$ cat src/rtl/serial_add_ctrl_pkg.sv
// serial_add_ctrl_pkg: shared state encoding and counter sizing for the serial adder
package serial_add_ctrl_pkg;
  localparam logic [1:0] IDLE = 2'b00;
  localparam logic [1:0] RUN  = 2'b01;
  localparam logic [1:0] DONE = 2'b10;
  function automatic int cnt_width(input int width);
    return (width > 1) ? $clog2(width) : 1;
  endfunction
endpackage

$ cat src/rtl/serial_add_ctrl_if.sv
// serial_add_ctrl_if: operand/result handshake bundle for the serial adder
interface serial_add_ctrl_if #(parameter int WIDTH = 8);
  logic             in_valid;
  logic             in_ready;
  logic [WIDTH-1:0] op_a;
  logic [WIDTH-1:0] op_b;
  logic             sub;
  logic             out_valid;
  logic             out_ready;
  logic [WIDTH-1:0] result;
  logic             carry_out;
  logic             overflow;
  logic             busy;
  modport master (
    output in_valid, op_a, op_b, sub, out_ready,
    input  in_ready, out_valid, result, carry_out, overflow, busy
  );
  modport slave (
    input  in_valid, op_a, op_b, sub, out_ready,
    output in_ready, out_valid, result, carry_out, overflow, busy
  );
endinterface

$ cat src/rtl/serial_add_ctrl_full_adder.sv
// FullAdder: one-bit full-adder cell shared by the serial sequencer
module FullAdder (
  input  logic a,
  input  logic b,
  input  logic c,
  output logic sum,
  output logic carry
);
  assign sum   = a ^ b ^ c;
  assign carry = (a & b) | (c & (a ^ b));
endmodule

$ cat src/rtl/serial_add_ctrl.sv
// serial_add_ctrl: bit-serial WIDTH-bit add/subtract sequencer around one full adder
module serial_add_ctrl
  import serial_add_ctrl_pkg::*;
#(
  parameter int WIDTH = 8
) (
  input logic              clk,
  input logic              rst,
  serial_add_ctrl_if.slave bus
);
  localparam int CW = cnt_width(WIDTH);
  logic [1:0]       state;
  logic [CW-1:0]    cnt;
  logic [WIDTH-1:0] a_q;
  logic [WIDTH-1:0] b_q;
  logic [WIDTH-1:0] res_q;
  logic             cy;
  logic             co_q;
  logic             ovf_q;
  logic             fa_sum;
  logic             fa_carry;
  logic             accept;
  logic             last;
  FullAdder u_fa (
    .a    (a_q[cnt]),
    .b    (b_q[cnt]),
    .c    (cy),
    .sum  (fa_sum),
    .carry(fa_carry)
  );
  assign bus.in_ready  = (state == IDLE) && !rst;
  assign bus.out_valid = state == DONE;
  assign bus.busy      = (state == RUN) || (state == DONE);
  assign bus.result    = res_q;
  assign bus.carry_out = co_q;
  assign bus.overflow  = ovf_q;
  assign accept        = bus.in_valid && bus.in_ready;
  assign last          = cnt == CW'(WIDTH - 1);
  // Sequencer: latch operands (B pre-inverted for subtract), ripple one bit per clock, hold result until taken
  always_ff @(posedge clk) begin
    if (rst) begin
      state <= IDLE;
      cnt   <= '0;
      cy    <= 1'b0;
      a_q   <= '0;
      b_q   <= '0;
      res_q <= '0;
      co_q  <= 1'b0;
      ovf_q <= 1'b0;
    end else if (state == IDLE) begin
      if (accept) begin
        a_q   <= bus.op_a;
        b_q   <= bus.sub ? ~bus.op_b : bus.op_b;
        cy    <= bus.sub;
        cnt   <= '0;
        res_q <= '0;
        co_q  <= 1'b0;
        ovf_q <= 1'b0;
        state <= RUN;
      end
    end else if (state == RUN) begin
      res_q[cnt] <= fa_sum;
      cy         <= fa_carry;
      cnt        <= last ? '0 : cnt + 1'b1;
      if (last) begin
        co_q  <= fa_carry;
        ovf_q <= cy ^ fa_carry;
        state <= DONE;
      end
    end else if (state == DONE) begin
      if (bus.out_ready) state <= IDLE;
    end else begin
      state <= IDLE;
    end
  end
endmodule

$ cat src/flat_wrapper.sv
// flat-port wrapper written by rule: the top's interface ports become plain ports
module serial_add_ctrl_flat import serial_add_ctrl_pkg::*;
#(
  parameter int WIDTH = 8
)
  (clk, rst, bus_in_valid, bus_op_a, bus_op_b, bus_sub, bus_out_ready, bus_in_ready, bus_out_valid, bus_result, bus_carry_out, bus_overflow, bus_busy);
  serial_add_ctrl_if #(.WIDTH(WIDTH)) bus_i ();
  input logic clk;
  input logic rst;
  input wire logic [$bits(bus_i.in_valid)-1:0] bus_in_valid;
  input wire logic [$bits(bus_i.op_a)-1:0] bus_op_a;
  input wire logic [$bits(bus_i.op_b)-1:0] bus_op_b;
  input wire logic [$bits(bus_i.sub)-1:0] bus_sub;
  input wire logic [$bits(bus_i.out_ready)-1:0] bus_out_ready;
  output wire logic [$bits(bus_i.in_ready)-1:0] bus_in_ready;
  output wire logic [$bits(bus_i.out_valid)-1:0] bus_out_valid;
  output wire logic [$bits(bus_i.result)-1:0] bus_result;
  output wire logic [$bits(bus_i.carry_out)-1:0] bus_carry_out;
  output wire logic [$bits(bus_i.overflow)-1:0] bus_overflow;
  output wire logic [$bits(bus_i.busy)-1:0] bus_busy;
  assign bus_i.in_valid = bus_in_valid;
  assign bus_i.op_a = bus_op_a;
  assign bus_i.op_b = bus_op_b;
  assign bus_i.sub = bus_sub;
  assign bus_i.out_ready = bus_out_ready;
  assign bus_in_ready = bus_i.in_ready;
  assign bus_out_valid = bus_i.out_valid;
  assign bus_result = bus_i.result;
  assign bus_carry_out = bus_i.carry_out;
  assign bus_overflow = bus_i.overflow;
  assign bus_busy = bus_i.busy;
  serial_add_ctrl #(.WIDTH(WIDTH)) u_core (.clk(clk), .rst(rst), .bus(bus_i));
endmodule
$ cat config.mk
export PLATFORM = sky130hd
export DESIGN_NAME = serial_add_ctrl_flat
export DESIGN_NICKNAME = d
export VERILOG_FILES = /design/src/rtl/serial_add_ctrl_pkg.sv /design/src/rtl/serial_add_ctrl_if.sv /design/src/rtl/serial_add_ctrl_full_adder.sv /design/src/rtl/serial_add_ctrl.sv /design/src/flat_wrapper.sv
export SDC_FILE = /design/constraint.sdc
export NUM_CORES = 1
export LEC_CHECK = 0
export BUFFER_PORTS_ARGS = -buffer_cell sky130_fd_sc_hd__clkbuf_2
export CORE_MARGIN = 2
export CORE_UTILIZATION = 50
export DETAILED_ROUTE_END_ITERATION = 6
export PLACE_DENSITY = 0.73
export SLEW_MARGIN = 40
export SYNTH_ARGS = -nofsm -noshare
export SYNTH_HDL_FRONTEND = slang
export SYNTH_SLANG_ARGS = --single-unit
$ cat constraint.sdc
create_clock -name clk -period 6.58 [get_ports clk]
set_clock_uncertainty 0.1 [all_clocks]
set_input_delay 0.987 -clock clk [delete_from_list [all_inputs] [get_ports clk]]
set_output_delay 0.987 -clock clk [all_outputs]
set_load 0.02 [all_outputs]
# == Word-level counts from Yosys, hierarchy flattened ==
# Index checks and enable logic that the tools add are counted.
# totals
reg_bits,32
in_bits,21
out_inout_bits,13
wordCells,67
# classes
addsub,1
magnitude_cmp,2
eq_ne,6
n_mux,31
bitwise,7
reduce_logical,12
# op_table
cell,count
$mux 8,4
$mux 1,13
$mux 2,6
$mux 3,4
$bwmux 8,1
$not 8->8,1
$bmux 1 s3,2
$reduce_and 3->1,2
$lt 3x4->1 const B,1
$ne 4x2->1 const B,1
$reduce_and 2->1,2
$reduce_bool 2->1,2
$add 3x1->3 const B,1
$demux 1 s3,1
$eq 3x3->1 const B,1
$ge 3x1->1 const B,1
$logic_and 1x1->1,3
$ne 3x2->1 const B,1
$xor 1x1->1,3
$and 1x1->1,2
$eq 2x1->1 const B,1
$eq 2x2->1 const B,1
$logic_not 2->1,1
$ne 2x1->1 const B,1
other kinds (3),3

# == Depth between registers and ports, before layout ==
# Gate-level depths: netlist of the first run.
# depth
ltp_word,9
ltp_mapped,11
mapped_depth_nobuf,8

# == Hierarchy ==
# Synthesis of the first run repeated with hierarchy kept, for this count alone.
# unflattened
cells_unflattened,205
area_unflattened_um2,1793.0
# modules_own_cells
module,n_inst,cells_per_inst,area_each_um2
serial_add_ctrl,1,204,1773.0
FullAdder,1,1,20.0

# == Worst setup path before layout of the first run ==
# OpenSTA, ideal clock, no wires.
# synth_timing
kind,input to output
from,input rst
to,output bus_in_ready
t_arrival_ns,1.322
t_required_ns,5.493
setup_slack_ns,4.171
stages,1
path_cell_list,nor2b_1
# synth_via
elab_chain_cells,2
# synth_rtl
item,line,text
start: declaration,flat_wrapper.sv:9,input logic rst;
$logic_not 1->1,serial_add_ctrl.sv:31,assign bus.in_ready = (state == IDLE) && !rst;
$logic_and 1x1->1,serial_add_ctrl.sv:31,
end: declaration,flat_wrapper.sv:15,output wire logic [$bits(bus_i.in_ready)-1:0] bus_in_ready;
# No other way between the ends.

# == Worst setup path in the final report of the first run ==
# layout_timing
from,register u_core.state[0]
to,output bus_in_ready
# layout_via
elab_chain_cells,2
# layout_rtl
item,line,text
start: declaration,serial_add_ctrl.sv:12,logic [1:0] state;
start signal: assignment,serial_add_ctrl.sv:42,state <= IDLE;
start signal: assignment,serial_add_ctrl.sv:59,state <= RUN;
start signal: assignment,serial_add_ctrl.sv:68,state <= DONE;
$logic_not 2->1,serial_add_ctrl.sv:31,
$logic_and 1x1->1,serial_add_ctrl.sv:31,
# No other way between the ends.

==> results.md, run 1 <==
- Max_cap viols: 0
- Vias/cell: between 5 and 6
- Root buf cell: clkbuf_4
- Period utilisation layout: ~45%
- Via count: ~1400
- GPL Wtd Cong: around 0.77
- Hold Fails Final Rpt: 0
- Most frequent cells in the layout: clkbuf_2 (33), dfxtp_1 (32), o21ai_0 (24)
- Largest net degree at the start of global routing: 36
- Kind of critical path: reg -> out
- Most common cell after layout, fill and taps aside: clkbuf_2
- Max Fanout on Critical Path: 18
- Post_cts resized: 0
- CTS tree: yes
- Proportion of layout cells with a drive suffix above 1: approximately 22%
- Clk sinks: 32
- CTS Buf Count: 5
- Leakage power: between 0.0007 and 0.0008 µW
- Syn_nets: 231
- Setup violators final: 0
- CP Data Required Time: approximately 5500 ps
- GR Util met3: 5.045%
- Max clock buf depth: 2
- Core Region: between 0.003 and 0.004 mm²
- Gate Count Post-Synth: around 200
- Register area: approximately 640 µm²
- Fin crit period: 2939 ps
- Filler instances: 323
- Layout Nets: between 200 and 300
- Post-Route WL: between 3 and 4 mm
- Latest clock arrival within the worst-skew pair: about 350 ps
- Die Ht: 62.79 µm
- Setup_tns: 0 ps
- Initial antenna violation count: 0
- I/O pin cnt: 34
- VDD IR max: about 0.00012 V
- Post-CTS setup buffer count: 0
- Synth unique cells: 37
- Die area: roughly 0.004 mm²
- Post-route cell area: approximately 0.0019 mm²
- DP Area: around 0.0019 mm²
- DRC errors left: 0
- Hold crit path type: reg -> reg
- GR Util met2: 26.61%
- RSZ-0062 raised after global routing: false
- Max-slew headroom: 52.97%
- Pwr Total: approximately 430 µW
- Starting density of the core: approximately half
- Syn. warnings: 0
- Pwr/cell area: 224.7 mW/mm²
- Arrival @ worst endpoint: around 1900 ps
- Area grow syn2layout: 11.22%
- Reg-to-reg slack, setup: between 3000 and 4000 ps
- Worst path cell trace: inv_1 -> ha_1 -> nor2b_1 -> clkbuf_2
- Cell Area, Synth: ~0.0017 mm²
- Remaining antenna violation count: 0
- Slowest cell on crit path: ha_1
- I/O Buffers: 33
- H-Tree Level Count: 2
- CTS Hold Buffers Added: 0
- Critical Path Start Type: flop
- GRT Resource Usage Total: a little under a fifth
- 1st-pass router iterations: 4
- Seq/Total Area, Yosys: 37.07%
- First-pass GRT wire length: 5.609 mm
- WL/cell: about 12 µm
- Global routing's busiest layer: met2
- Yosys reg bits: 32
- Area of the multi-input gates: 984.7 µm²
- Initial DRC count: 87
- Fin. max-slew vios: 0
- Fmax: between 300 and 400 MHz
- DP HPWL: 2.194 mm
- Outcome: complete, no violations
- Post-Syn Area per Cell: about 8.6 µm²
- DIE WIDTH: between 60 and 70 µm
- GR Util met1: between 20% and 30%
- Crit. End Element: primary output
- Row Count: 21
- Least-Margin Pin Slew: a little over 700 ps
- Worst-path clk slew: around 90 ps
- Worst path max stage delay: between 500 and 600 ps
- Vias in the first global route: 1265
- Antenna diode count: 0
- Post-route core utilization: 57.59%
- GRT overflow: 0
## synthesized netlist by cell type (all sizes together)
cell type,instances,area [µm²]
dfxtp,32,640.6
o21ai,28,155.2
a21oi,20,126.4
nand2,17,63.81
buf,9,60.06
nand3,9,45.04
nand3b,9,67.56
nor2,9,33.78
nand2b,8,50.05
xnor2,8,70.07
clkbuf,7,27.52
ha,7,87.58
mux2i,7,70.07
nor2b,5,31.28
inv,4,15.01
and3b,3,26.28
nor3,3,15.01
a31oi,2,12.51
and3,2,12.51
nor3b,2,15.01
a211oi,1,7.510
a22oi,1,7.510
and2b,1,7.510
fa,1,20.02
mux2,1,11.26
nand4,1,6.260
nor4b,1,8.760
nor4bb,1,10.01
o311ai,1,8.760
or2,1,6.260
xor2,1,8.760
## critical path: cells and delay by family (launching register included)
family	cells	cell delay, ps
fa+ha+maj	1	590
buf+inv	2	310
simple gates	1	260
flops	1	350
## layer usage
layer  wire length (µm)  up-vias
met4                 81        0
met3                143        7
met1               1632      621
met2               1386       33
met5                  0        -
li1                   -      748
## power breakdown
part,leakage (µW),switching [µW],internal (µW)
Sequential,0.000261,11.0,208
Clock,0.0000326,67.4,52.6
Combinational,0.000469,55.4,37.4
Total,0.000763,134,298
## layout make-up
class	count	share of cell area, %
Inverter	4	0.7813
Tap cell	46	2.995
Sequential cell	32	33.33
Multi-Input combinational cell	150	51.24
Clock buffer	8	3.060
Timing Repair Buffer	33	8.594
## flip-flops by register name (all words and copies together), names as in the netlist
| register | cells |
|---|---|
| u_core.bus.result | 8 |
| u_core.a_q | 8 |
| u_core.state | 2 |
| u_core.cy | 1 |
| u_core.bus.overflow | 1 |
| u_core.bus.carry_out | 1 |
| u_core.cnt | 3 |
| u_core.b_q | 8 |
## cell families (layout without fill, tap and decap cells)
kind of cell / Yosys count / in the layout / synth area share (%)
muxes: 8 / 8 / 4.707
xor gates and xnor gates: 9 / 9 / 4.562
and+or+nand+nor: 72 / 72 / 23.10
DFF: 32 / 32 / 37.07
AOI/OAI and AO/OA: 53 / 53 / 18.39
buffers and inverters: 20 / 45 / 5.937
adders and majority gates: 8 / 8 / 6.227
## stage by stage
step           std cells  hold WS, ps  setup WS, ps
2_1_floorplan        202        347.9          4171
3_3_place_gp         265        349.2          3658
3_5_place_dp         265        353.9          3667
4_1_cts              273        369.3          3645
5_1_grt              273        396.6          3524
6_report             273        366.9          3641
## path summary, 6_finish.rpt
path,cells after the start,endpoint,start
setup / recovery,4,bus_in_ready,u_core.state[0]
hold / removal,2,u_core.bus.carry_out,u_core.bus.carry_out
setup reg to reg,8,u_core.bus.result[5],u_core.cnt[1]
hold reg to reg,2,u_core.bus.carry_out,u_core.bus.carry_out
No activity file was read; power rests on OpenSTA's default activity.
==> run 2, diff against run 1 <==
CORE_UTILIZATION = 49   (was 50)
PLACE_DENSITY = 0.75   (was 0.73)
clock period = 2.7 ns   (was 6.58 ns; I/O delays follow)
==> results.md, run 2 (same netlist as run 1, synthesis figures left out) <==
- Outcome: complete, no violations
- RSZ-0062 raised after global routing: false
- Via count: 1446 (+2.6%)
- I/O pin cnt: 34 (unchanged)
- Hold crit path type: in -> reg
- Starting density of the core: 51.38% (-0.40 points)
- Post-route core utilization: 58.56% (+0.96 points)
- Kind of critical path: reg -> reg
- Non-Filler Instances: 277 (+1.5%)
- Clk sinks: 32 (unchanged)
- Latest clock arrival within the worst-skew pair: 350 ps (about the same)
- Setup_tns: 0 ps (unchanged)
- Worst-path clk slew: 100 ps (about the same)
- Remaining antenna violation count: 0 (unchanged)
- Crit. End Element: flop
- Row Count: 21 (unchanged)
- Antenna diode count: 0 (unchanged)
- Core Region: 0.003363 mm² (+0.79%)
- VDD IR max: 0.0003851 V (+220%)
- GRT overflow: 0 (unchanged)
- Filler instances: 350 (+8.4%)
- Vias in the first global route: 1333 (+5.4%)
- Fmax: slightly below 400 MHz
- CTS Hold Buffers Added: 0 (unchanged)
- I/O Buffers: 33 (unchanged)
- HP Start: bus_op_a[1]
- Largest net degree at the start of global routing: 26 (-28%)
- Fin. max-slew vios: 0 (unchanged)
- CTS Buf Count: 5 (unchanged)
- Setup violators final: 0 (unchanged)
- WL/cell: 11.88 µm (about the same)
- First-pass GRT wire length: 5.865 mm (+4.6%)
- CTS tree: yes
- Post-Route WL: 3.291 mm (+1.5%)
- Die area: 0.004018 mm² (+1.9%)
- Period utilisation layout: around 93%
- GRT Resource Usage Total: 18.44% (+0.37 points)
- Max-slew headroom: 59.48% (+6.5 points)
- Post-CTS setup buffer count: 0 (unchanged)
- CP Data Required Time: 2890 ps (-2600 ps)
- DRC errors left: 0 (unchanged)
- Pwr Total: 1122 µW (+160%)
- 1st-pass router iterations: 4 (unchanged)
- DP HPWL: 2.256 mm (+2.8%)
- Hold Fails Final Rpt: 0 (unchanged)
- Vias/cell: 5.220 (+1.1%)
- Max Fanout on Critical Path: 11 (-7)
- Proportion of layout cells with a drive suffix above 1: 23.81% (+1.8 points)
- H-Tree Level Count: 2 (unchanged)
- Max_cap viols: 0 (unchanged)
- DIE WIDTH: 63.39 µm (+0.96%)
- Max clock buf depth: 2 (unchanged)
- Least-Margin Pin Slew: 607.9 ps (-96.68 ps)
- Critical Path Start Type: flop
- Register area: 640.6 µm² (unchanged)
- Placed insts: 269 (+1.5%)
- Reg-to-Reg Start: u_core.cnt[1]
- Most frequent cells in the layout: clkbuf_2 (33), dfxtp_1 (32), o21ai_0 (24)
- Fin crit period: approximately 2500 ps
- Post_cts resized: 0 (unchanged)
- Die Ht: 63.39 µm (+0.96%)
- Crit path launch: u_core.cnt[1]
- Initial antenna violation count: 0 (unchanged)
- Root buf cell: clkbuf_4
- Initial DRC count: 89 (+2.3%)
- Area of the multi-input gates: 984.7 µm² (unchanged)
- Most common cell after layout, fill and taps aside: clkbuf_2
- Layout Nets: 259 (+1.6%)
- Arrival @ worst endpoint: 2710 ps (+860 ps)
- Area grow syn2layout: 13.98%
- GPL Wtd Cong: 0.8457 (+9.3%)
- Leakage power: 0.0007935 µW (+4.0%)
- Pwr/cell area: 569.7 mW/mm² (+150%)
## run 2: metal layers
layer	global-route usage (%)	vias to the layer above	routed length [µm]	share of wire [%]
met3	7.143	5	171	5.2
met5	0	-	0	0
met4	6.522	0	30	0.91
met2	27.89	35	1460	44
li1	-	755	-	-
met1	23.86	651	1630	50
## run 2: layout make-up
type                            count  area share, %
Clock inverter                      2          1.779
Timing Repair Buffer               37          9.911
Inverter                            4         0.7624
Tap cell                           46          2.922
Sequential cell                    32          32.53
Clock buffer                        6          2.097
Multi-Input combinational cell    150          50.00
## run 2: stage by stage
| stage | hold WS, ps | setup WS, ps | area [µm²] |
|---|---|---|---|
| finish | 147.9 | 177.1 | 1969 |
| global route | 144.3 | 53.55 | 1969 |
| CTS | 141.7 | 180.2 | 1969 |
| detailed placement | 357.3 | 203.0 | 1893 |
| global placement | 352.7 | 307.1 | 1893 |
| floorplan | 347.9 | 342.6 | 1728 |
## run 2: path summary, 6_finish.rpt
| path | end | slack (ps) | cells after the start |
|---|---|---|---|
| max | u_core.bus.result[5] | 180 | 9 |
| min | u_core.a_q[1] | 150 | 3 |
| min reg2reg | u_core.bus.result[6] | 370 | 2 |
| max reg2reg | u_core.bus.result[5] | 180 | 9 |
## run 2: worst max-delay path, stage by stage (launching register included)
cell	delay, ps
dfxtp_1	520
buf_4	240
mux2i_1	200
o21ai_0	90
a21oi_1	170
nand2_1	80
fa_1	490
and3_1	310
nand3_1	130
a21oi_2	130
## run 2: where the power goes
part / internal, µW / switching [µW] / leakage, µW
clock: 194 / 167 / 0.0000422
combinational: 93.4 / 134 / 0.000490
sequential: 507 / 27.3 / 0.000261
